<file path="src/rtl/fs_inst_queue.sv">
// Fetch-to-decode instruction queue with branch pre-decode and delay-slot tagging.
// Latency: 1 cycle push-to-head (0 cycles when FS_BUF_BYPASS_EN and the queue is empty).
// Backpressure: buf_allowin = !full from registered count only; ds_allowin stalls the head.
//
// Ports:
//   clk, resetn          single clock, asynchronous active-low reset
//   flush                discard all entries and the delay-slot flag
//   fs_to_buf_valid      push request {fs_pc, fs_inst}; accepted when buf_allowin
//   buf_to_ds_valid      head valid; buf_to_ds_bus = {bd, pc, inst}
//   buf_head_is_br       head is a branch/jump (its successor is a delay slot)
//   ds_allowin           decode consumes the head this cycle
// Optional macro: FS_BUF_BYPASS_EN -- empty queue forwards fetch straight to decode.
module fs_inst_queue #(
    parameter int DEPTH = 4,
    parameter int PTR_W = 2
) (
    input  logic        clk,
    input  logic        resetn,
    input  logic        flush,
    input  logic        fs_to_buf_valid,
    input  logic [31:0] fs_pc,
    input  logic [31:0] fs_inst,
    output logic        buf_allowin,
    output logic        buf_to_ds_valid,
    output logic [64:0] buf_to_ds_bus,
    output logic        buf_head_is_br,
    input  logic        ds_allowin
);

    typedef struct packed {
        logic [31:0] pc;
        logic [31:0] inst;
    } entry_t;

    localparam logic [PTR_W:0]   CNT_ONE  = (PTR_W+1)'(1);
    localparam logic [PTR_W:0]   CNT_FULL = (PTR_W+1)'(DEPTH);
    localparam logic [PTR_W-1:0] PTR_ONE  = PTR_W'(1);

    entry_t           mem [DEPTH];
    logic [PTR_W-1:0] rptr;
    logic [PTR_W-1:0] wptr;
    logic [PTR_W:0]   count;
    logic             slot_flag;

    logic   full, empty, bypass;
    logic   push, mem_pop, deliver;
    entry_t head;

    assign full  = (count == CNT_FULL);
    assign empty = (count == '0);

`ifdef FS_BUF_BYPASS_EN
    // Empty queue with a consumer ready: hand the fetched word straight through.
    assign bypass = empty & fs_to_buf_valid & ds_allowin & ~flush;
`else
    assign bypass = 1'b0;
`endif

    assign buf_allowin     = ~full;
    assign buf_to_ds_valid = ~empty | bypass;

    always_comb begin
        head = '0;
        if (bypass) begin
            head.pc   = fs_pc;
            head.inst = fs_inst;
        end else if (!empty) begin
            head = mem[rptr];
        end
    end

    assign buf_to_ds_bus = {slot_flag & buf_to_ds_valid, head.pc, head.inst};

    // A bypassed word is delivered, never stored, so it is neither pushed nor popped.
    assign push    = fs_to_buf_valid & buf_allowin & ~bypass;
    assign deliver = buf_to_ds_valid & ds_allowin;
    assign mem_pop = deliver & ~bypass;

    // Branch/jump pre-decode of the head instruction.
    logic [5:0] op, func;
    logic [4:0] rt, rd, sa;
    always_comb begin
        op   = head.inst[31:26];
        rt   = head.inst[20:16];
        rd   = head.inst[15:11];
        sa   = head.inst[10:6];
        func = head.inst[5:0];
        buf_head_is_br = 1'b0;
        case (op)
            6'h02, 6'h03, 6'h04, 6'h05: buf_head_is_br = 1'b1;
            6'h01: buf_head_is_br = (rt == 5'h00) | (rt == 5'h01) |
                                    (rt == 5'h10) | (rt == 5'h11);
            6'h06, 6'h07: buf_head_is_br = (rt == 5'h00);
            6'h00: buf_head_is_br =
                ((func == 6'h08) & (rt == 5'h00) & (rd == 5'h00) & (sa == 5'h00)) |
                ((func == 6'h09) & (rt == 5'h00) & (sa == 5'h00));
            default: buf_head_is_br = 1'b0;
        endcase
        if (!buf_to_ds_valid) buf_head_is_br = 1'b0;
    end

    always_ff @(posedge clk or negedge resetn) begin
        if (!resetn) begin
            rptr      <= '0;
            wptr      <= '0;
            count     <= '0;
            slot_flag <= 1'b0;
        end else if (flush) begin
            rptr      <= '0;
            wptr      <= '0;
            count     <= '0;
            slot_flag <= 1'b0;
        end else begin
            if (push)    wptr <= wptr + PTR_ONE;
            if (mem_pop) rptr <= rptr + PTR_ONE;
            case ({push, mem_pop})
                2'b10:   count <= count + CNT_ONE;
                2'b01:   count <= count - CNT_ONE;
                default: count <= count;
            endcase
            // The word after any delivered branch is its delay slot.
            if (deliver) slot_flag <= buf_head_is_br;
        end
    end

    // Storage carries no reset; validity lives entirely in count.
    always_ff @(posedge clk) begin
        if (push && !flush) begin
            mem[wptr].pc   <= fs_pc;
            mem[wptr].inst <= fs_inst;
        end
    end

endmodule
</file>
<file path="config.mk">
export PLATFORM = sky130hd
export DESIGN_NAME = fs_inst_queue
export DESIGN_NICKNAME = d
export VERILOG_FILES = /design/src/rtl/fs_inst_queue.sv
export SDC_FILE = /design/constraint.sdc
export NUM_CORES = 1
export LEC_CHECK = 0
export BUFFER_PORTS_ARGS = -buffer_cell sky130_fd_sc_hd__buf_2
export CELL_PAD_IN_SITES_DETAIL_PLACEMENT = 1
export CELL_PAD_IN_SITES_GLOBAL_PLACEMENT = 2
export CORE_ASPECT_RATIO = 2
export CORE_MARGIN = 3
export CORE_UTILIZATION = 30
export CTS_BUF_LIST = sky130_fd_sc_hd__clkbuf_8
export CTS_CLUSTER_SIZE = 10
export DETAILED_ROUTE_END_ITERATION = 16
export PLACE_DENSITY_LB_ADDON = 0.1
export SETUP_SLACK_MARGIN = 0.4
export SYNTH_ARGS = -nofsm -noshare
export SYNTH_HDL_FRONTEND = slang
export SYNTH_SLANG_ARGS = --single-unit
</file>
<file path="constraint.sdc">
create_clock -name clk -period 3 [get_ports clk]
set_clock_uncertainty 0.1 [all_clocks]
set_input_delay 0 -clock clk [delete_from_list [all_inputs] [get_ports clk]]
set_output_delay 0 -clock clk [all_outputs]
set_load 0.01 [all_outputs]
</file>
## Word level (Yosys, flattened, before mapping)

Memories as Yosys holds them, arrays and structs flattened.
Cells that the tools add are included.

| operators by class | value |
|---|---|
| shift-type cells | 0 |
| $mul | 0 |
| magnitude comparators | 0 |
| multiplexer cells | 13 |
| $add $sub $neg | 4 |
| bitwise logic cells | 14 |
| div/mod/pow operators | 0 |
| equal/unequal tests | 15 |
| reductions and logical operators | 12 |

Operator list:

| cell | count |
|---|---|
| 64-bit two-way mux | 1 |
| 6-bit by 3-bit == test with 1-bit output (second input constant) | 4 |
| 5-bit logical NOT | 3 |
| 6-bit by 2-bit == test with 1-bit output (second input constant) | 2 |
| 6-bit by 4-bit == test with 1-bit output (second input constant) | 2 |
| 5-bit == test (second input constant) | 2 |
| 1-bit bitwise AND | 8 |
| 2-bit two-way mux | 4 |
| 6-bit by 1-bit == test with 1-bit output (second input constant) | 1 |
| 6-bit logical NOT | 1 |
| 3-bit case mux with 2 select lines | 1 |
| 5-bit by 1-bit == test with 1-bit output (second input constant) | 1 |
| 1-bit two-way mux | 5 |
| 2-bit by 1-bit adder with 2-bit output (second input constant) | 2 |
| 1-bit bitwise OR | 4 |
| 1-bit case mux with 4 select lines | 1 |
| 2-bit nonzero test | 2 |
| 4-bit OR reduction | 1 |
| 3-bit by 1-bit adder with 3-bit output (second input constant) | 1 |
| 3-bit == test (second input constant) | 1 |
| 3-bit logical NOT | 1 |
| 3-bit two-way mux | 1 |
| 3-bit nonzero test | 1 |
| 3-bit by 1-bit subtractor with 3-bit output (second input constant) | 1 |
| other kinds (6) | 7 |

| storage, ports and cells | value |
|---|---|
| memories kept | 1 |
| RAM bits | 256 |
| output and inout port bits | 68 |
| input port bits | 69 |
| memory bits (read-only) | 0 |
| flip-flop bits (word level) | 8 |
| bits in latches | 0 |
| logic and storage cells | 63 |

Memory list:

| memory | depth | bits a word | read ports | clocked after Yosys merged registers in | write ports | RTL line | text |
|---|---|---|---|---|---|---|---|
| mem | 4 | 64 | 1 | 0 | 1 | 39 | `entry_t mem [DEPTH];` |

## Logic depth before layout (Yosys ltp)

Gate-level depths: netlist of run 1.

| logic depth | value |
|---|---|
| depth after elaboration | 11 |
| mapped depth | 8 |
| gate-level depth less buffers | 7 |

## Least setup slack after synthesis of run 1

OpenSTA, ideal clock, no wires.

| timing | value |
|---|---|
| path type | flip-flop to flip-flop |
| start | register count[2] |
| end | memory mem[0][0] (netlist bit) (enable) |
| data arrival time | 2679 ps |
| cell stages (with the launch flop) | 6 |
| library setup time | 429 ps |
| buffers on the path | 1 |
| slack | -208 ps |
| clock period less this slack | 3208 ps |
| required time | 2471 ps |
| cells stage by stage | dfrtp_1 -> or3b_2 -> clkbuf_1 -> nand2_1 -> nor2_1 -> and2_1 |

| on the way | value |
|---|---|
| longest elaborated chain between the ends | 6 |

Ends and longest elaborated chain:

| what | RTL line | text |
|---|---|---|
| start: declaration | 42 | `logic [PTR_W:0] count;` |
| start signal: assignment | 117 | `2'b10: count <= count + CNT_ONE;` |
| start signal: assignment | 118 | `2'b01: count <= count - CNT_ONE;` |
| start signal: assignment | 119 | `default: count <= count;` |
| 3-bit == test | 49 | `assign full = (count == CNT_FULL);` |
| 1-bit NOT | 59 | `assign buf_allowin = ~full;` |
| net buf_allowin | 23 | `output logic buf_allowin,` |
| 1-bit bitwise AND | 75 | `assign push = fs_to_buf_valid & buf_allowin & ~bypass;` |
| 1-bit logical AND | 128 | `if (push && !flush) begin` |
| 1-bit two-way mux | 128 |  |
| 1-bit two-way mux (not written as such) | 130 | `mem[wptr].inst <= fs_inst;` |
| end: declaration | 39 |  |

The timed path passes the listed nets, and every way through them passes these cells.

## Final worst setup path of run 1

| timing | value |
|---|---|
| start | register rptr[0] |
| end | output port buf_head_is_br |

| on the way | value |
|---|---|
| longest elaborated chain between the ends | 9 |
| elaborated cells on any way between the ends | 31 |
| those cells by class | eq/ne: 12; mux: 3; bitwise: 9; reduce/logical: 6; memory: 1 |

Ends and longest elaborated chain:

| what | RTL line | text |
|---|---|---|
| start: declaration | 40 | `logic [PTR_W-1:0] rptr;` |
| start signal: assignment | 115 | `if (mem_pop) rptr <= rptr + PTR_ONE;` |
| memory read 4 x 64 bit (*) | n/a |  |
| 64-bit two-way mux (*) | 67 | `end else if (!empty) begin` |
| 6-bit by 4-bit == test with 1-bit output / 5-bit logical NOT (equally long branches) | 95, 91, 93 |  |
| 1-bit bitwise AND (3 in a row) | 95 | `((func == 6'h08) & (rt == 5'h00) & (rd == 5'h00) & (sa == 5'h00)) \|` |
| 1-bit bitwise OR | 95 |  |
| 1-bit case mux with 4 select lines (*) | 89 | `case (op)` |
| 1-bit two-way mux (*) | 99 | `if (!buf_to_ds_valid) buf_head_is_br = 1'b0;` |
| end: declaration | 26 | `output logic buf_head_is_br,` |

Every way passes the cells marked *; elsewhere a longest branch is shown, timed or not.

==> results of run 1 <==
## metal layers
metal	share of wire [%]	wire, µm	GRT usage (%)	vias to the layer above
met5	0.026	7	0	-
met4	2.0	546	4.590	2
met3	4.4	1160	2.838	38
met2	59	15760	29.23	134
met1	34	9166	15.35	2886
li1	-	-	-	2465
## kinds of logic (layout without fill, tap and decap cells)
family	Yosys count	count (layout)	synth area share, %
AOI/OAI and AO/OA	9	9	0.6338
xor gates and xnor gates	6	6	0.5119
adders and majority gates	5	5	0.6825
buffers and inverters	27	321	1.255
DFF	264	264	76.83
muxes	68	68	14.48
other	0	1	0
and+or+nand+nor	99	99	5.606
## what timing repair did
item                                    in CTS  in global routing
endpoints found under the setup margin      30                 27
gates cloned                                 2                  1
resized for setup                           18                  6
setup buffers                                7                  0
hold endpoints to repair                   272                  0
pin swaps                                    2                  2
hold buffers                                70                  0
## sequential cells by signal (all words and copies together) (netlist names)
signal / flops
mem: 256
count: 3
rptr: 2
wptr: 2
slot_flag: 1
## power by group
group	switching, µW	internal [µW]
logic	1950	1770
clock network	1370	1440
registers	111	4320
total	3430	7530
## worst paths after layout
| check | start | to | cells past startpoint |
|---|---|---|---|
| worst max-delay path | rptr[0] | buf_head_is_br | 6 |
| worst min-delay path | fs_pc[11] | mem[2][43] | 2 |
| worst max register to register | rptr[0] | slot_flag | 5 |
| worst min register to register | slot_flag | slot_flag | 2 |
| max in group asynchronous | resetn | rptr[0] | 3 |
| min in group asynchronous | resetn | slot_flag | 3 |
## layout by cell type (no fill, tap or decap), types with 10 or more instances in the layout
| cell | Yosys | final |
|---|---|---|
| edfxtp_1 | 256 | 256 |
| buf_2 | 4 | 136 |
| dlygate4sd3_1 | 0 | 70 |
| mux4_2 | 63 | 64 |
| and2_1 | 69 | 64 |
| clkbuf_8 | 0 | 44 |
| buf_4 | 0 | 19 |
| inv_1 | 3 | 18 |
| nor2_1 | 11 | 11 |
| buf_12 | 0 | 10 |
## area by class of cell
type / instances / area (µm²) / area share (%)
Inverter: 3 / 11.26 / 0.08389
Sequential cell: 264 / 7895 / 58.82
Clock inverter: 31 / 152.6 / 1.137
Antenna cell: 1 / 2.502 / 0.01864
Multi-Input combinational cell: 187 / 2313 / 17.24
Clock buffer: 44 / 605.6 / 4.512
Tap cell: 436 / 545.5 / 4.064
Timing Repair Buffer: 243 / 1897 / 14.13
## per-stage QoR
step	TNS, ps	instances	area (µm²)	setup slack, ps	hold slack (ps)
floorplan	0	478	10270	425.3	-395.6
global placement	0	1053	11710	136.7	-226.4
detailed placement	0	1053	11710	95.16	-223.4
CTS	-243.1	1207	13370	-243.1	33.62
global route	-293.1	1209	13420	-293.1	70.79
finish	-173.6	1209	13420	-173.6	97.83
==> summary.txt, run 1 <==
Clock Latency Late Sink: 560 ps
Tcrit/Tclk final: 105.8%
Initial DRT Pass Iterations: 4
Routed wire per std cell: 22.04 µm
Vias/cell: 4.570
Leak: 0.004710 µW
H-Tree Depth: 2
Clk buf depth: 3
# IOs: 137
Power Dens Cells: 816.6 mW/mm²
Layout cell share with drive strength beyond 1: 39.77%
Synthesized area: 0.01027 mm²
Die height: 267.6 µm
Cell with the most instances after synthesis: edfxtp_1
GRT overflow: 0
Final Power: 10960 µW
CP Capture Type: output pin
First-pass GRT wire length: 39820 µm
Crit path DAT: 3070 ps
Yosys warning total: 0
Die Width: 136.8 µm
Min Tclk post-route: 3174 ps
Fmax: 315.1 MHz
FF+latch count, synth: 264
Post-synth top area share: 74.88%
Post-synth net total: 552
Actual slew at the worst max-slew pin: 740.8 ps
Via count: 5525
Vias in the first global route: 6386
Status: finished with violations
Worst Hold Class: in -> reg
Avg Inst Size Synth: 21.48 µm²
Nets: 814
Fillcell total: 3332
Ys async rst share: 3.030%
Fin. Hold Viols: 0
CP Launch Type: flip-flop
Root Buffer: clkbuf_8
Initial Util: 30.52%
Crit path cell chain: mux4_2 > or3_4 > or3_1 > or4_4 > o21ai_2 > buf_2
# DRC: 0
Failing checks: setup timing
VDD IR-drop max: 870.5 µV
Top_reg_cell synth: edfxtp_1
Largest net degree at the start of global routing: 66
WP buf/inv: 1
Placement Rows: 95
CP Class: reg -> out
Core box area: 0.03364 mm²
Post-synth top cells: 256 x edfxtp_1, 69 x and2_1, 63 x mux4_2
Gr usage total: 14.81%
Cell count after synthesis: 478
Routed WL: 26640 µm
Remaining antenna violation count: 0
RSZ-0062 raised after global routing: true
Synth cell types: 32
Num CTS Buffers: 41
Dpl hpwl: 17260 µm
Sink Count: 264
Setup WS post-layout: -173.6 ps
Largest area contributor in the netlist: edfxtp_1
Number of flops mapped to enable cells by yosys: 256
Reg2reg setup slack: 230 ps
MaxCap Viol Count: 0
Die area: 0.03661 mm²
Register clock-pin slew on the reported worst setup and hold paths: 60 ps
Initial antenna violation count: 2
IO buf count: 136
Clock tree from TritonCTS: yes
Setup violators final: 1
RePlAce Congestion: 0.6922
Post-synthesis sequential area ratio: 76.83%
Synth area leaders: edfxtp_1 75%, mux4_2 14%, and2_1 4.2%, dfrtp_1 2.0%, ha_1 0.49%
Slew headroom: 49.99%
CP top delay family: simple AND/OR/NAND/NOR gates
Slowest CP cell: dfrtp_4
CP Max Fanout: 7
Worst path required time: 2900 ps
Final Max Tran Viols: 0
P&R area growth vs syn: 30.75%
Largest stage delay, worst path: 530 ps
Util after Layout: 39.90%
DR iter-0 viols: 208
(Power assumes the default switching activity.)
==> run 2, diff against run 1 <==
- ABC_AREA: not set -> 1
==> summary.txt, run 2 <==
Slowest CP cell: dfrtp_4
Root Buffer: clkbuf_8
Fillcell total: 3828
GRT overflow: 0
Inst Count DP: 1509
WHS Path Cells: 2
Layout cell share with drive strength beyond 1: 25.98%
Placement Rows: 97
Slew headroom: 59.05%
Die area: 0.03853 mm²
Avg Inst Size Synth: 11.37 µm²
Setup violators final: 0
FF+latch count, synth: 264
Cell with the most instances after synthesis: edfxtp_1
IO buf count: 136
Power Dens Cells: 849.8 mW/mm²
CP Capture Type: output pin
Vias/cell: 4.628
Fin. Hold Viols: 0
Clock tree from TritonCTS: yes
Post-synthesis sequential area ratio: 72.87%
VDD IR-drop max: 499.8 µV
Ys async rst share: 3.030%
Post-synth net total: 1026
Via count: 7835
Routed wire per std cell: 20.00 µm
Dpl hpwl: 19670 µm
CP Max Fanout: 11
Number of flops mapped to enable cells by yosys: 256
# DRC: 0
Largest stage delay, worst path: 560 ps
Commonest cells after routing, fill and taps aside: 256 x edfxtp_1, 181 x nor2_1, 135 x buf_2, 131 x nand2_1, 94 x inv_1
Largest net degree at the start of global routing: 65
Synth cell types: 22
Final Power: 12350 µW
Clock Latency Late Sink: 580 ps
Fmax: 386.0 MHz
# IOs: 137
Final Max Tran Viols: 0
Crit path cell chain: buf_12 > buf_16 > nor2_2 > nor2_1 > o21ai_2 > nand2_1 > o21ai_2 > nand3b_1 > nor2_1 > nand2_2 > nand2_2 > buf_6
Actual slew at the worst max-slew pin: 612.8 ps
Status: finished clean
Largest register FFs: 256
WP buf/inv: 3
Synth area leaders: edfxtp_1 71%, nor2_1 6.7%, nand2_1 5.5%, o21ai_0 4.1%, inv_1 3.0%
Die height: 274.6 µm
Top_reg_cell synth: edfxtp_1
RePlAce Congestion: 0.7287
Sink Count: 264
Core box area: 0.03532 mm²
Met1 usage: 17.59%
Routed WL: 33860 µm
Num CTS Buffers: 43
Gr usage total: 17.55%
H-Tree Depth: 2
Cell count after synthesis: 952
Largest area contributor in the netlist: edfxtp_1
Top reg by flops: mem
Tcrit/Tclk final: 86.35%
CP top delay family: simple AND/OR/NAND/NOR gates
Yosys warning total: 0
Crit path depth: 12
Initial DRT Pass Iterations: 4
Post-synth top area share: 71.02%
Register clock-pin slew on the reported worst setup and hold paths: 60 ps
FF-to-FF path depth: 7
Clk buf depth: 3
Commonest non-fill, non-tap cell in the layout: edfxtp_1
Initial Util: 30.65%
P&R area growth vs syn: 34.29%
Worst Hold Class: in -> reg
Worst path required time: 2900 ps
Remaining antenna violation count: 0
Die Width: 140.3 µm
Leak: 0.005877 µW
Vias in the first global route: 8727
CP Class: reg -> out
CP Launch Type: flip-flop
Most Used Layer, Global Route: met2
Min Tclk post-route: 2590 ps
Initial antenna violation count: 1
First-pass GRT wire length: 50980 µm
Synthesized area: 0.01082 mm²
Layout Cells excl Fill: 1693
MaxCap Viol Count: 0
Crit path DAT: 2490 ps
Post-synth top cells: 256 x edfxtp_1, 194 x nor2_1, 159 x nand2_1
Largest regs: mem: 256 flops, count: 3 flops
Nets: 1292
Met3 Usage GRT: 2.940%
Routing usage on met2: 34.90%
DR iter-0 viols: 257
RSZ-0062 raised after global routing: true
-- run 2: cell types whose count changed after synthesis, moves of 42 or more --
cell | previous run | this run
nor2_1 | 11 | 194
mux4_2 | 63 | 0
nand3_1 | 3 | 47
nand2_1 | 5 | 159
and2_1 | 69 | 0
o21ai_0 | 1 | 88
a21oi_1 | 2 | 44
inv_1 | 3 | 87
-- run 2: layout make-up --
cell class,count,area [µm²],share of cell area [%]
diodes,1,2.502,0.01722
clock buffers,43,591.8,4.072
clock inverters,31,188.9,1.300
inverters,90,361.6,2.488
multi-input cells,550,2648,18.21
flip-flops and latches,264,7895,54.32
well taps,445,556.8,3.831
repair buffers,266,2252,15.49
repair inverters,3,38.79,0.2669
-- run 2: cells by family (layout without fill, tap and decap cells) --
| family | after synthesis | in the layout | synth area share (%) |
|---|---|---|---|
| other | 0 | 1 | 0 |
| AND/OR/NAND/NOR | 402 | 402 | 14.53 |
| buffers and inverters | 138 | 433 | 5.202 |
| XOR/XNOR | 3 | 3 | 0.2428 |
| flip-flops | 264 | 264 | 72.87 |
| AO/OA/AOI/OAI | 140 | 140 | 6.508 |
| adder cells (fa/ha/maj) | 5 | 5 | 0.6473 |
-- run 2: through the flow --
| stage | hold slack [ps] | TNS, ps | area [µm²] | utilization [%] | setup WS, ps |
|---|---|---|---|---|---|
| 4_1_cts | 28.17 | 0 | 14300 | 40.49 | 340.8 |
| 2_1_floorplan | -395.6 | -27720 | 10830 | - | -108.3 |
| 6_report | 81.79 | 0 | 14540 | 41.16 | 409.6 |
| 3_5_place_dp | -220.7 | 0 | 12180 | 34.49 | 439.5 |
| 3_3_place_gp | -207.6 | 0 | 12180 | 34.49 | 414.1 |
| 5_1_grt | 59.33 | 0 | 14540 | 41.16 | 250.9 |
-- run 2: path summary, 6_finish.rpt --
| check | slack, ps | startpoint | end |
|---|---|---|---|
| min in group asynchronous | 380 | resetn | count[1] |
| worst min register to register | 450 | wptr[1] | wptr[1] |
| max in group asynchronous | 2050 | resetn | rptr[1] |
| worst max-delay path | 410 | rptr[0] | buf_head_is_br |
| worst max register to register | 690 | count[1] | mem[0][32] |
| worst min-delay path | 80 | fs_inst[9] | mem[1][9] |
-- run 2: power breakdown --
group | switching, µW | leakage [µW] | internal, µW
Combinational | 3060 | 0.00301 | 1940
Clock | 1440 | 0.000440 | 1510
Sequential | 95.8 | 0.00243 | 4300
-- run 2: per-layer routing --
metal | part of all wire, % | wire (µm)
met1 | 35 | 11970
met2 | 57 | 19360
met3 | 3.6 | 1205
met4 | 3.9 | 1325
met5 | 0 | 0
-- run 2: timing repair --
| item | in CTS | in global routing |
|---|---|---|
| pin swaps | 23 | 24 |
| hold buffers | 70 | 0 |
| resized for setup | 69 | 44 |
| buffers inserted | 19 | 9 |
| endpoints found under the setup margin | 49 | 9 |
| cloned | 10 | 1 |
| hold endpoints to repair | 272 | 0 |
